`config.mk`:
```
export PLATFORM = sky130hd
export DESIGN_NAME = aes_wb_master
export DESIGN_NICKNAME = d
export VERILOG_FILES = /design/src/rtl/aes_wb_master.sv
export SDC_FILE = /design/constraint.sdc
export NUM_CORES = 1
export LEC_CHECK = 0
export BUFFER_PORTS_ARGS = -buffer_cell sky130_fd_sc_hd__clkbuf_2
export CAP_MARGIN = 20
export CORE_ASPECT_RATIO = 0.5
export CORE_MARGIN = 2
export CORE_UTILIZATION = 54
export DETAILED_ROUTE_END_ITERATION = 10
export GPL_ROUTABILITY_DRIVEN = 0
export PLACE_DENSITY = 0.8
export SYNTH_ARGS = -nofsm -noshare
export SYNTH_HDL_FRONTEND = slang
export SYNTH_SLANG_ARGS = --single-unit
```
`constraint.sdc`:
```
create_clock -name wb_clk_i -period 3.4 [get_ports wb_clk_i]
set_clock_uncertainty 0.2 [all_clocks]
set_input_delay 0.68 -clock wb_clk_i [delete_from_list [all_inputs] [get_ports wb_clk_i]]
set_output_delay 0.68 -clock wb_clk_i [all_outputs]
set_load 0.005 [all_outputs]
```
`src/rtl/aes_wb_master.sv`:
```
// aes_wb_master: Wishbone B4 classic-cycle master that sequences one AES
// operation on the memory-mapped AES slave. It writes the key words, the
// input-block words and the control word, waits a settle interval, polls
// the busy flag, then reads the four result words.
// Optional feature: define AES_WB_MASTER_TIMEOUT_EN to bound the busy poll
// to TIMEOUT status reads. Without it, the poll waits indefinitely.
module aes_wb_master #(
    parameter logic [31:0] KEY_BASE    = 32'h0000_0000,
    parameter logic [31:0] DIN_BASE    = 32'h0000_0020,
    parameter logic [31:0] DOUT_BASE   = 32'h0000_0030,
    parameter logic [31:0] CTRL_ADDR   = 32'h0000_0040,
    parameter logic [31:0] STATUS_ADDR = 32'h0000_0044,
    parameter int unsigned SETTLE      = 4
`ifdef AES_WB_MASTER_TIMEOUT_EN
    ,
    parameter int unsigned TIMEOUT     = 4096
`endif
) (
    input  logic         wb_clk_i,
    input  logic         wb_rstn_i,
    input  logic         start_i,
    input  logic [255:0] key_i,
    input  logic [127:0] data_i,
    input  logic         dec_i,
    input  logic [1:0]   size_i,
    output logic         ready_o,
    output logic [127:0] data_o,
    output logic         done_o,
    output logic         err_o,
    output logic [31:0]  wb_adr_o,
    output logic [31:0]  wb_dat_o,
    output logic [3:0]   wb_sel_o,
    output logic         wb_we_o,
    output logic         wb_cyc_o,
    output logic         wb_stb_o,
    output logic [2:0]   wb_cti_o,
    output logic [1:0]   wb_bte_o,
    input  logic [31:0]  wb_dat_i,
    input  logic         wb_ack_i,
    input  logic         wb_err_i,
    input  logic         wb_rty_i
);

    typedef enum logic [2:0] {
        S_IDLE, S_WR_KEY, S_WR_DIN, S_WR_CTRL, S_SETTLE, S_POLL, S_RD_DOUT, S_DONE
    } state_t;

    state_t         state_q, state_d;
    logic           cyc_q, cyc_d, we_q, we_d;
    logic [31:0]    adr_q, adr_d, dat_q, dat_d;
    logic [3:0]     sel_q, sel_d;
    logic [2:0]     idx_q, idx_d;
    logic [3:0]     cnt_q, cnt_d;
    logic [255:0]   key_q, key_d;
    logic [127:0]   din_q, din_d, data_q, data_d;
    logic           dec_q, dec_d, ready_q, ready_d, done_q, done_d, err_q, err_d;
    logic [1:0]     size_q, size_d;
    logic           accept_s, issue_s;
`ifdef AES_WB_MASTER_TIMEOUT_EN
    localparam int unsigned PW = $clog2(TIMEOUT + 1);
    logic [PW-1:0]  poll_q, poll_d;
`endif

    // Bus address of the access belonging to a given state and word index.
    function automatic logic [31:0] addr_of(input state_t st, input logic [2:0] idx);
        case (st)
            S_WR_KEY:  addr_of = KEY_BASE  + {27'd0, idx, 2'b00};
            S_WR_DIN:  addr_of = DIN_BASE  + {27'd0, idx, 2'b00};
            S_WR_CTRL: addr_of = CTRL_ADDR;
            S_POLL:    addr_of = STATUS_ADDR;
            S_RD_DOUT: addr_of = DOUT_BASE + {27'd0, idx, 2'b00};
            default:   addr_of = 32'h0000_0000;
        endcase
    endfunction

    // Next-state, bus-request and result logic; terminations prioritised err > rty > ack.
    always_comb begin
        state_d  = state_q;
        cyc_d    = cyc_q;
        we_d     = we_q;
        adr_d    = adr_q;
        dat_d    = dat_q;
        sel_d    = sel_q;
        idx_d    = idx_q;
        cnt_d    = cnt_q;
        key_d    = key_q;
        din_d    = din_q;
        dec_d    = dec_q;
        size_d   = size_q;
        data_d   = data_q;
        done_d   = 1'b0;
        err_d    = 1'b0;
        issue_s  = 1'b0;
        accept_s = start_i && ready_q;
`ifdef AES_WB_MASTER_TIMEOUT_EN
        poll_d   = poll_q;
`endif
        case (state_q)
            S_IDLE: begin
                if (accept_s) begin
                    key_d  = key_i;
                    din_d  = data_i;
                    dec_d  = dec_i;
                    size_d = size_i;
                    idx_d  = 3'd0;
                    if (size_i == 2'd3) begin
                        err_d = 1'b1;
                    end else begin
                        state_d = S_WR_KEY;
                        issue_s = 1'b1;
                    end
                end else begin
                    state_d = S_IDLE;
                end
            end
            S_WR_KEY, S_WR_DIN, S_WR_CTRL, S_POLL, S_RD_DOUT: begin
                if (!cyc_q) begin
                    // gap cycle after a termination: (re)issue current access
                    issue_s = 1'b1;
                end else if (wb_err_i) begin
                    cyc_d   = 1'b0;
                    state_d = S_IDLE;
                    err_d   = 1'b1;
                end else if (wb_rty_i) begin
                    cyc_d = 1'b0;
                end else if (wb_ack_i) begin
                    cyc_d = 1'b0;
                    case (state_q)
                        S_WR_KEY: begin
                            if (idx_q == (3'd3 + {size_q, 1'b0})) begin
                                state_d = S_WR_DIN;
                                idx_d   = 3'd0;
                            end else begin
                                idx_d = idx_q + 3'd1;
                            end
                        end
                        S_WR_DIN: begin
                            if (idx_q == 3'd3) begin
                                state_d = S_WR_CTRL;
                                idx_d   = 3'd0;
                            end else begin
                                idx_d = idx_q + 3'd1;
                            end
                        end
                        S_WR_CTRL: begin
                            state_d = S_SETTLE;
                            cnt_d   = 4'd0;
                        end
                        S_POLL: begin
                            if (wb_dat_i[0]) begin
`ifdef AES_WB_MASTER_TIMEOUT_EN
                                if (poll_q == PW'(TIMEOUT - 1)) begin
                                    state_d = S_IDLE;
                                    err_d   = 1'b1;
                                end else begin
                                    poll_d = poll_q + {{(PW-1){1'b0}}, 1'b1};
                                end
`else
                                state_d = S_POLL;
`endif
                            end else begin
                                state_d = S_RD_DOUT;
                                idx_d   = 3'd0;
                            end
                        end
                        S_RD_DOUT: begin
                            data_d[{idx_q[1:0], 5'd0} +: 32] = wb_dat_i;
                            if (idx_q == 3'd3) begin
                                state_d = S_DONE;
                                done_d  = 1'b1;
                            end else begin
                                idx_d = idx_q + 3'd1;
                            end
                        end
                        default: state_d = S_IDLE;
                    endcase
                end else begin
                    cyc_d = 1'b1;
                end
            end
            S_SETTLE: begin
                if (cnt_q == 4'(SETTLE - 1)) begin
                    state_d = S_POLL;
                    issue_s = 1'b1;
`ifdef AES_WB_MASTER_TIMEOUT_EN
                    poll_d  = '0;
`endif
                end else begin
                    cnt_d = cnt_q + 4'd1;
                end
            end
            S_DONE:  state_d = S_IDLE;
            default: begin
                state_d = S_IDLE;
                cyc_d   = 1'b0;
            end
        endcase

        ready_d = (state_d == S_IDLE) && !accept_s;

        if (issue_s) begin
            cyc_d = 1'b1;
            sel_d = 4'hF;
            adr_d = addr_of(state_d, idx_d);
            we_d  = (state_d == S_WR_KEY) || (state_d == S_WR_DIN) || (state_d == S_WR_CTRL);
            case (state_d)
                S_WR_KEY:  dat_d = key_d[{idx_d, 5'd0} +: 32];
                S_WR_DIN:  dat_d = din_d[{idx_d[1:0], 5'd0} +: 32];
                S_WR_CTRL: dat_d = {28'd0, size_d, dec_d, 1'b1};
                default:   dat_d = 32'h0000_0000;
            endcase
        end else if (!cyc_d) begin
            sel_d = 4'h0;
        end else begin
            sel_d = sel_q;
        end
    end

    // State and registered outputs; reset returns every output to idle at once.
    always_ff @(posedge wb_clk_i or negedge wb_rstn_i) begin
        if (!wb_rstn_i) begin
            state_q <= S_IDLE;
            cyc_q   <= 1'b0;
            we_q    <= 1'b0;
            adr_q   <= 32'h0000_0000;
            dat_q   <= 32'h0000_0000;
            sel_q   <= 4'h0;
            idx_q   <= 3'd0;
            cnt_q   <= 4'd0;
            key_q   <= 256'd0;
            din_q   <= 128'd0;
            dec_q   <= 1'b0;
            size_q  <= 2'd0;
            data_q  <= 128'd0;
            ready_q <= 1'b1;
            done_q  <= 1'b0;
            err_q   <= 1'b0;
`ifdef AES_WB_MASTER_TIMEOUT_EN
            poll_q  <= '0;
`endif
        end else begin
            state_q <= state_d;
            cyc_q   <= cyc_d;
            we_q    <= we_d;
            adr_q   <= adr_d;
            dat_q   <= dat_d;
            sel_q   <= sel_d;
            idx_q   <= idx_d;
            cnt_q   <= cnt_d;
            key_q   <= key_d;
            din_q   <= din_d;
            dec_q   <= dec_d;
            size_q  <= size_d;
            data_q  <= data_d;
            ready_q <= ready_d;
            done_q  <= done_d;
            err_q   <= err_d;
`ifdef AES_WB_MASTER_TIMEOUT_EN
            poll_q  <= poll_d;
`endif
        end
    end

    assign ready_o  = ready_q;
    assign data_o   = data_q;
    assign done_o   = done_q;
    assign err_o    = err_q;
    assign wb_adr_o = adr_q;
    assign wb_dat_o = dat_q;
    assign wb_sel_o = sel_q;
    assign wb_we_o  = we_q;
    assign wb_cyc_o = cyc_q;
    assign wb_stb_o = cyc_q;
    assign wb_cti_o = 3'b000;
    assign wb_bte_o = 2'b00;

endmodule

```
# Yosys cells after proc, flatten, opt, wreduce, memory -nomap -nowiden
# Index checks and enable logic that the tools add are counted.
[word_totals] reg_bits=598 input_bits=425 output_inout_bits=207
[op_classes] n_addsub=6 eq_ne=23 shift=4 mux=67 bitwise_logic=2 reduce_logical=11
[ops] op="two-way mux 256 bit" n=2
[ops] op="two-way mux 128 bit" n=2
[ops] op="variable part select 256 x 9 -> 32 bit" n=1
[ops] op="bitwise mux 128 bit" n=1
[ops] op="variable shift 32 x 9 -> 128 bit (first input constant)" n=1
[ops] op="variable part select 128 x 8 -> 32 bit" n=1
[ops] op="variable part select 32 x 9 -> 128 bit" n=1
[ops] op="case mux 32 bit (3 select lines)" n=1
[ops] op="two-way mux 3 bit" n=19
[ops] op="case mux 7 bit (5 select lines)" n=1
[ops] op="two-way mux 4 bit" n=8
[ops] op="case mux 3 bit (4 select lines)" n=2
[ops] op="two-way mux 1 bit" n=23
[ops] op="== test 3 bit (second input constant)" n=6
[ops] op="== test 3 x 2 -> 1 bit (second input constant)" n=5
[ops] op="case mux 3 bit (5 select lines)" n=1
[ops] op="adder 6 x 5 -> 7 bit (first input constant)" n=2
[ops] op="inequality test 2 bit (second input constant)" n=7
[ops] op="negator 7 -> 9 bit" n=1
[ops] op="case mux 4 bit (2 select lines)" n=1
[ops] op="AND reduction 7 bit" n=1
[ops] op="== test 3 x 1 -> 1 bit (second input constant)" n=2
[ops] op="logical NOT 3 bit" n=2
[ops] op="two-way mux 2 bit" n=3
[ops] op="other kinds (16)" n=19

# Logic depth before layout (Yosys ltp)
# Gate-level depths: netlist of the first run.
[logic_depth] depth_word=12 depth_mapped=14 ltp_nobuf=12

# Worst setup path after synthesis of the first run
# Ideal clock, no wire load.
[synth_timing] kind="flip-flop to flip-flop" from="register idx_q[1]" to="register dat_q[14] (netlist: wb_dat_o[14])" setup_time_ps=77 t_arrival_ps=2465 t_required_ps=3123 path_slack_ps=659 path_stages_with_launch=15 synth_period_minus_slack_ps=2741 path_cell_list="dfrtp_1 ha_1 ha_1 inv_1 ha_1 o2111a_1 o22ai_1 nand2_1 buf_6 inv_2 clkbuf_1 nor2_1 o22ai_1 a32oi_1 o21ai_1"
[synth_between] elab_chain_len=10
[synth_lines] item="from (decl)" line_no="52" text="logic [2:0] idx_q, idx_d;"
[synth_lines] item="from (signal assigned)" line_no="248" text="idx_q <= idx_d;"
[synth_lines] item="adder 3 x 1 -> 3 bit, or another cell as far along" line_no="134, 142, 172"
[synth_lines] item="two-way mux 3 bit, on equally long branches" line_no="168, 130, 138"
[synth_lines] item="case mux 3 bit (4 select lines) or case mux 3 bit (5 select lines) (tied branches)" line_no="128" text="case (state_q)"
[synth_lines] item="two-way mux 3 bit" line_no="126" text="end else if (wb_ack_i) begin"
[synth_lines] item="two-way mux 3 bit" line_no="124" text="end else if (wb_rty_i) begin"
[synth_lines] item="two-way mux 3 bit" line_no="120" text="end else if (wb_err_i) begin"
[synth_lines] item="two-way mux 3 bit" line_no="117" text="if (!cyc_q) begin"
[synth_lines] item="case mux 3 bit (2 select lines) or case mux 3 bit (4 select lines) (tied branches)" line_no="98" text="case (state_q)"
[synth_lines] item="variable part select 256 x 9 -> 32 bit, or another cell as far along" line_no="207" text="S_WR_KEY: dat_d = key_d[{idx_d, 5'd0} +: 32];"
[synth_lines] item="case mux 32 bit (3 select lines) (*)" line_no="206" text="case (state_d)"
[synth_lines] item="to (signal assigned)" line_no="246" text="dat_q <= dat_d;"
[synth_lines] item="to (decl)" line_no="50" text="logic [31:0] adr_q, adr_d, dat_q, dat_d;"
# Every way passes the cells marked *; elsewhere a longest branch is shown, timed or not.
# A chain may end at the register's enable or synchronous reset.

# Final worst setup path of the first run
[layout_timing] from="register idx_q[0]" to="register dat_q[14] (netlist: wb_dat_o[14])"
# The elaborated chain is that of the path after synthesis.

==> impl_metrics.ini, run 1 <==
[synth]
synth_seq_cells = 568
synth_edf_count = 0
ys_types = 67
synth-main-ff-cell = dfrtp_1
synthArstFlopShare_pct = 100
syn_avg_cell_area_um2 = 8.71
ys_seq_area_share_pct = 54.4
yosysWarnings = 0
syn-cell-area_mm2 = 0.0261
netlist_instances = 2998

[placed_design]
io_buffers = 599
place_hpwl_um = 60300
pre_cts_slack_ps = -110

[cts]
cts_tree = built
cts_buffers = 50
h-tree-depth = 2
clock_latency_ps = 590
path_clk_slew_ps = 70
cts_sinks = 568
post_cts_buffers = 0
clockBufferDepth = 3
root_buffer = clkbuf_16

[timing]
final-setup-viol-count = 0
tightest_slew_ps = 988
fmax_mhz = 301
post-route-period-util_pct = 97.7
finalMaxSlewViolations = 0
slew_headroom_pct = 34.2
worst_slack_ps = 77.7
hold_violations = 0
rsz0062_at_grt = no
period_needed_ps = 3320

[critical_path]
end_kind = register
path_max_fanout = 77
cp_cell_sequence = ha_1 > ha_1 > inv_1 > ha_1 > a2111oi_2 > o22ai_1 > nand2_4 > buf_4 > buf_16 > mux2i_1 > mux2i_1 > o21ai_1
slowest_stage = mux2i_1
worstPathArrival_ps = 3580
cp_slowest_stage_delay_ps = 390
cp.required_ps = 3660
critPathKind = register to register
cp-start-kind = register
crit_top_cell = ha_1

[final_layout]
syn_to_final_growth_pct = 21.3
fin_nets = 3974
drive_gt1_share_pct = 22.6

[hold_path]
hp-class = input pin to register

[grt]
grt_pass1_wl_um = 129000
grt_max_degree = 150
grt_antenna_before_repair = 6
grt_overflow = 0
grtUsageTotal_pct = 32.7
grt_pass1_vias = 23300

[floorplanning]
die_area_mm2 = 0.0502
start_util_pct = 55.2
die_h_um = 160
pin_count = 632
die_w_um = 315
core_mm2 = 0.0473
rows = 56

[power_and_ir_drop]
max-vdd-ir-drop_mv = 0.416
p_leak_nw = 17.1
p_total_mw = 24.8
power.density_mw_per_mm2 = 783

[drt]
routed_wl_um = 83300
drtIter0Drc = 2302
drtPass1Iterations = 5
drc_errors = 0
via_count = 23300
route.detailed.vias_per_inst = 5.53
ant_nets = 0
wire_per_inst_um = 19.7

[run]
cap_violations = 0

[status]
outcome = complete, no violations
==> kinds of logic (layout without fill, tap and decap cells) <==
kind of cell,Yosys count,after routing,share of synthesized area [%]
other,1,38,0.0144
DFF,568,568,54.4
AOI/OAI and AO/OA,376,376,8.82
muxes,207,207,7.98
xor gates and xnor gates,2,2,0.0671
and+or+nand+nor,1584,1584,23.4
adders and majority gates,10,10,0.479
buffers and inverters,250,796,4.77
==> metal layers <==
| metal | share of wire [%] | vias up | wire [um] | track usage (%) |
|---|---|---|---|---|
| li1 | - | 10800 | - | - |
| met1 | 38 | 11100 | 31500 | 40.3 |
| met2 | 48 | 1097 | 40100 | 53.4 |
| met3 | 7.0 | 327 | 5820 | 5.65 |
| met4 | 7.0 | 0 | 5820 | 21.2 |
| met5 | 0 | - | 0 | 0 |
==> sequential cells by signal, indices dropped and copies added (netlist names), 2 cells and up <==
| signal | cells |
|---|---|
| wb_dat_o | 32 |
| cnt_q | 4 |
| idx_q | 3 |
| data_o | 128 |
| key_q | 256 |
| din_q | 128 |
| wb_adr_o | 5 |
| state_q | 3 |
| size_q | 2 |
==> critical path: cells and delay by family, from the launching register on <==
family / cells / cell delay (ps)
AOI/OAI and AO/OA: 3 / 640
muxes: 2 / 630
buffers and inverters: 3 / 550
adders and majority gates: 3 / 540
DFF: 1 / 360
and+or+nand+nor: 1 / 120
==> cells in the final DEF (no fill, tap or decap), types with 3 or more instances in the layout <==
| master | n |
|---|---|
| a21oi_1 | 20 |
| a22oi_1 | 4 |
| a31oi_1 | 4 |
| a32oi_1 | 31 |
| a32oi_2 | 3 |
| and2_1 | 8 |
| buf_12 | 27 |
| buf_4 | 67 |
| bufinv_16 | 5 |
| clkbuf_1 | 11 |
| clkbuf_16 | 51 |
| clkbuf_2 | 598 |
| clkbuf_8 | 9 |
| clkinv_2 | 10 |
| conb_1 | 32 |
| dfrtp_1 | 567 |
| diode_2 | 6 |
| ha_1 | 10 |
| inv_1 | 7 |
| inv_2 | 3 |
| inv_6 | 3 |
| mux2_2 | 5 |
| mux2i_1 | 201 |
| nand2_1 | 1435 |
| nand2_2 | 6 |
| nand2b_1 | 3 |
| nand3_1 | 7 |
| nand3b_1 | 4 |
| nor2_1 | 83 |
| nor2b_1 | 3 |
| nor3_1 | 12 |
| o2111ai_1 | 27 |
| o21a_1 | 4 |
| o21ai_0 | 190 |
| o21ai_1 | 34 |
| o22a_1 | 4 |
| o22ai_1 | 29 |
| o31ai_1 | 6 |
==> area by class of cell <==
class / instances / area, um2
diodes: 6 / 15.0
repair buffers: 696 / 4100
clock buffers: 71 / 1440
flip-flops and latches: 568 / 14200
multi-input cells: 2211 / 10800
clock inverters: 17 / 216
inverters: 12 / 55.1
well taps: 638 / 798
fillers: 3707 / 15600
==> power breakdown <==
part / total [mW] / internal (mW) / switching, mW
Combinational: 8.95 / 2.96 / 5.99
Sequential: 9.96 / 9.13 / 0.834
Clock: 5.90 / 3.32 / 2.58
==> cells in the mapped netlist (all sizes together) (2+ instances only) <==
library cell,count,share of area (%)
a22oi,4,0.11
nor4,3,0.13
and2,9,0.22
o21a,4,0.11
o2111ai,27,0.91
a31oi,4,0.096
mux2,6,0.27
buf,129,3.0
o21ai,226,4.3
mux2i,201,7.7
nor3b,3,0.086
o22a,4,0.13
clkbuf,109,1.6
dfrtp,567,54
nor4bb,2,0.077
xnor2,2,0.067
o211ai,2,0.057
inv,12,0.19
and3,2,0.048
nor2b,3,0.072
a32oi,34,1.2
nand3,7,0.13
a41oi,3,0.16
o31ai,6,0.17
nand3b,4,0.11
o22ai,29,0.69
nand2b,4,0.096
a21oi,21,0.42
nor3,14,0.29
nor2,86,1.3
a2111oi,2,0.091
nand2,1442,21
ha,10,0.48
==> per-stage QoR <==
stage	setup TNS [ps]	hold WS (ps)	cell area (um2)	std cells	utilization (%)
after floorplan	0	184	26200	3029	-
final	0	104	31700	4219	67.0
after global placement	-150	251	30000	4124	63.4
after global routing	0	98.4	31700	4219	67.0
after CTS	0	72.2	31600	4213	66.9
after detailed placement	-729	255	30000	4124	63.4
==> worst paths after layout <==
check / from / endpoint / slack, ps / cells past startpoint
max in group asynchronous: wb_rstn_i / key_q[145]$_DFF_PN0_ / 1570 / 4
worst max register to register: idx_q[0]$_DFF_PN0_ / wb_dat_o[14]$_DFFE_PN0P_ / 80 / 12
min in group asynchronous: wb_rstn_i / data_o[96]$_DFFE_PN0P_ / 430 / 2
worst max-delay path: idx_q[0]$_DFF_PN0_ / wb_dat_o[14]$_DFFE_PN0P_ / 80 / 12
worst min-delay path: data_i[119] / din_q[119]$_DFF_PN0_ / 100 / 3
worst min register to register: din_q[105]$_DFF_PN0_ / din_q[105]$_DFF_PN0_ / 270 / 2
==> repair_timing <==
item / in CTS / in global routing
endpoints found under the hold margin: 35 / 0
hold buffers: 1 / 0
resized for setup: 1 / 6
setup endpoints to repair: 2 / 7
Note: power is estimated with default switching activity, not from simulation.
==> run 2: changes to the inputs <==
--- a/config.mk
+++ b/config.mk
@@ -5,14 +5,15 @@
 export SDC_FILE = /design/constraint.sdc
 export NUM_CORES = 1
 export LEC_CHECK = 0
+export ABC_AREA = 1
 export BUFFER_PORTS_ARGS = -buffer_cell sky130_fd_sc_hd__clkbuf_2
 export CAP_MARGIN = 20
 export CORE_ASPECT_RATIO = 0.5
 export CORE_MARGIN = 2
-export CORE_UTILIZATION = 54
+export CORE_UTILIZATION = 55
 export DETAILED_ROUTE_END_ITERATION = 10
 export GPL_ROUTABILITY_DRIVEN = 0
-export PLACE_DENSITY = 0.8
+export PLACE_DENSITY = 0.81
 export SYNTH_ARGS = -nofsm -noshare
 export SYNTH_HDL_FRONTEND = slang
 export SYNTH_SLANG_ARGS = --single-unit
==> run 2 against run 1 <==
  * First-iteration DRC count rose by 42%
  * Non-clock buffer count shrank 4
  * Die area up 5.8%
  * Final area grew 6.0%
  * Total power grew 37%
  * Synthesized cell count rose by 23%
  * Synthesized area increased by 7.9%
  * Core utilization decreased by 0.39 points
  * Sequential share of layout area is 2.5 points lower
  * Final cell count increased by 16%
  * Via count increased by 18%
  * Setup slack improved by 34 ps
  * Critical path type unchanged
  * Largest power group is now combinational logic
  * Highest routed layer unchanged
==> impl_metrics.ini, run 2 <==
[synth]
synth_edf_count = 0
synthArstFlopShare_pct = 100
yosysTopAreaCellShare_pct = 50.4
synth-main-ff-cell = dfrtp_1
yosysWarnings = 0
synth_seq_cells = 568
netlist_instances = 3673
yosysMostFrequentCell = nand2_1
ys_types = 43
ys_seq_area_share_pct = 50.5
synthTopCellsByArea = dfrtp_1 50%, nand2_1 18%, nand3_1 6.3%
yosys.area.top_type = dfrtp_1
synth_common_cells = 1367 x nand2_1, 567 x dfrtp_1, 356 x nand3_1, 310 x o21ai_0, 307 x inv_1
syn-cell-area_mm2 = 0.0282
syn_avg_cell_area_um2 = 7.67

[timing]
hold_violations = 0
final-setup-viol-count = 0
finalMaxSlewViolations = 0
rsz0062_at_grt = yes
post-route-period-util_pct = 96.7
timing.hold.ws_ps = 102
finalSetupTns_ps = 0
slew_headroom_pct = 42.1
period_needed_ps = 3290
tightest_slew_ps = 869
fmax_mhz = 304

[grt]
grt_pass1_vias = 25600
grtUsageTotal_pct = 34.7
grt_overflow = 0
grt_max_degree = 134
grt_pass1_wl_um = 143000
grt_antenna_before_repair = 5

[critical_path]
timing.critical_path.from = idx_q[1]$_DFF_PN0_
worst-r2r-setup-slack_ps = 110
end_kind = register
r2r-start = idx_q[1]$_DFF_PN0_
endpoint = wb_dat_o[6]$_DFFE_PN0P_
r2r_cells = 20
reg2reg_to = wb_dat_o[6]$_DFFE_PN0P_
critPathKind = register to register
cp-start-kind = register
worstPathArrival_ps = 3580
cp.required_ps = 3690
path_max_fanout = 24

[placed_design]
io_buffers = 599
place_hpwl_um = 66100

[power_and_ir_drop]
swShare_pct = 47.6
pwr-share-clk_pct = 17.4
pwr-share-comb_pct = 53.0
p_seq_share_pct = 29.6
p_switching_mw = 16.2
p_leak_nw = 18.5
intPower_mw = 17.9
max-vdd-ir-drop_mv = 0.746
power.density_mw_per_mm2 = 1010

[final_layout]
final_common_cell = nand2_1
mostFrequentLayoutCells = 1364 x nand2_1, 598 x clkbuf_2, 566 x dfrtp_1, 355 x nand3_1, 308 x o21ai_0
drive_gt1_share_pct = 19.7
largest_reg_flops = 256
fin_util_pct = 66.6
largest-register = key_q
fin_nets = 4608
syn_to_final_growth_pct = 19.2
fillers = 4167

[cts]
clock_latency_ps = 600
h-tree-depth = 2
root_buffer = clkbuf_16
cts_buffers = 50
path_clk_slew_ps = 70
cts_tree = built
cts_sinks = 568
clockBufferDepth = 3

[drt]
drc_errors = 0
drtIter0Drc = 3275
route.detailed.vias_per_inst = 5.61
wire_per_inst_um = 19.3
routed_wl_um = 94700
via_count = 27500
ant_nets = 0
drtPass1Iterations = 6

[floorplanning]
pin_count = 632
start_util_pct = 55.9
rows = 58
die_w_um = 324
core_mm2 = 0.0504
die_h_um = 164
die_area_mm2 = 0.0532

[status]
outcome = complete, no violations

[run]
cap_violations = 0

[hold_path]
hp-class = input pin to register
min-delay-start = data_i[68]
[run 2: cell types whose count changed after synthesis, sizes merged, moves of 22 or more]
cell     change
nand4       +22
buf         +29
a32oi       -34
mux2i      -201
nor2        -48
o22ai       -26
o21ai      +227
nand3      +353
o2111ai     -27
nand2       -65
inv        +306
or2        +220
[run 2: kinds of logic after synthesis]
group | after synthesis | share of synthesized area, %
AO/OA/AOI/OAI | 474 | 8.50
XOR/XNOR | 2 | 0.0622
adder cells (fa/ha/maj) | 10 | 0.444
buffers and inverters | 593 | 9.33
flip-flops | 568 | 50.5
other | 1 | 0.0133
AND/OR/NAND/NOR | 2025 | 31.2
[run 2: worst max-delay path, stage by stage (launching register included)]
cell and delay [ps]:
dfrtp_1 440, ha_1 210, ha_1 150, inv_1 50, ha_1 260, nor2_1 40, nor2_1 130, nand3_1 80
nand2_1 100, nand2_4 140, nand2_8 180, buf_4 290, nand2_1 120, o21ai_1 90, nand2_1 80, nand2_1 140
nand2_1 170, nand3_1 120, nand2_1 60, nand2_1 60, nand2_1 60
[run 2: power by group through the flow]
| stage | combinational [mW] | clock [mW] | sequential [mW] |
|---|---|---|---|
| floorplan | 11.4 | 0 | 9.93 |
| global placement | 16.6 | 0 | 10.1 |
| detailed placement | 16.9 | 0 | 10.2 |
| CTS | 17.0 | 5.95 | 10.1 |
| global route | 19.7 | 6.26 | 10.3 |
| finish | 18.1 | 5.94 | 10.1 |
[run 2: timing repair]
action	4_1_cts	5_1_grt
setup buffers	0	3
hold buffers	1	0
hold endpoints to repair	60	0
endpoints found under the setup margin	0	3
gates resized for setup	0	9
[run 2: area by class of cell]
cell class / instances / area [um2] / share of cell area, %
clock buffer: 75 / 1540 / 4.58
inverter: 318 / 1210 / 3.61
timing repair buffer: 692 / 4100 / 12.2
multi-input combinational: 2543 / 11500 / 34.3
antenna: 7 / 17.5 / 0.0522
sequential: 568 / 14200 / 42.3
clock inverter: 14 / 128 / 0.380
tap: 690 / 863 / 2.57
[run 2: routing by layer]
metal / global-route usage, % / routed length, um / up-vias
met3: 6.45 / 9050 / 358
met1: 46.1 / 36100 / 13100
li1: - / - / 12500
met2: 53.8 / 43500 / 1644
met4: 20.3 / 6080 / 0
met5: 0 / 0 / -
[run 2: worst min-delay path by stage]
stage | end | cells after the start | slack (ps)
3_3_place_gp | din_q[11]$_DFF_PN0_ | 2 | 250
4_1_cts | din_q[11]$_DFF_PN0_ | 3 | 90
2_1_floorplan | cnt_q[0]$_DFFE_PN0P_ | 0 | 180
6_report | din_q[68]$_DFF_PN0_ | 3 | 100
3_5_place_dp | key_q[51]$_DFF_PN0_ | 2 | 250
5_1_grt | din_q[30]$_DFF_PN0_ | 3 | 100
[run 2: metrics by stage]
| stage | instance area, um2 | cells | setup slack (ps) | power [mW] |
|---|---|---|---|---|
| finish | 33600 | 4907 | 111 | 34.1 |
| global route | 33600 | 4905 | 3.36 | 36.2 |
| CTS | 33400 | 4893 | 79.6 | 33.1 |
| detailed placement | 31700 | 4803 | 108 | 27.0 |
| global placement | 31700 | 4803 | 137 | 26.7 |
| floorplan | 28300 | 3704 | 785 | 21.3 |
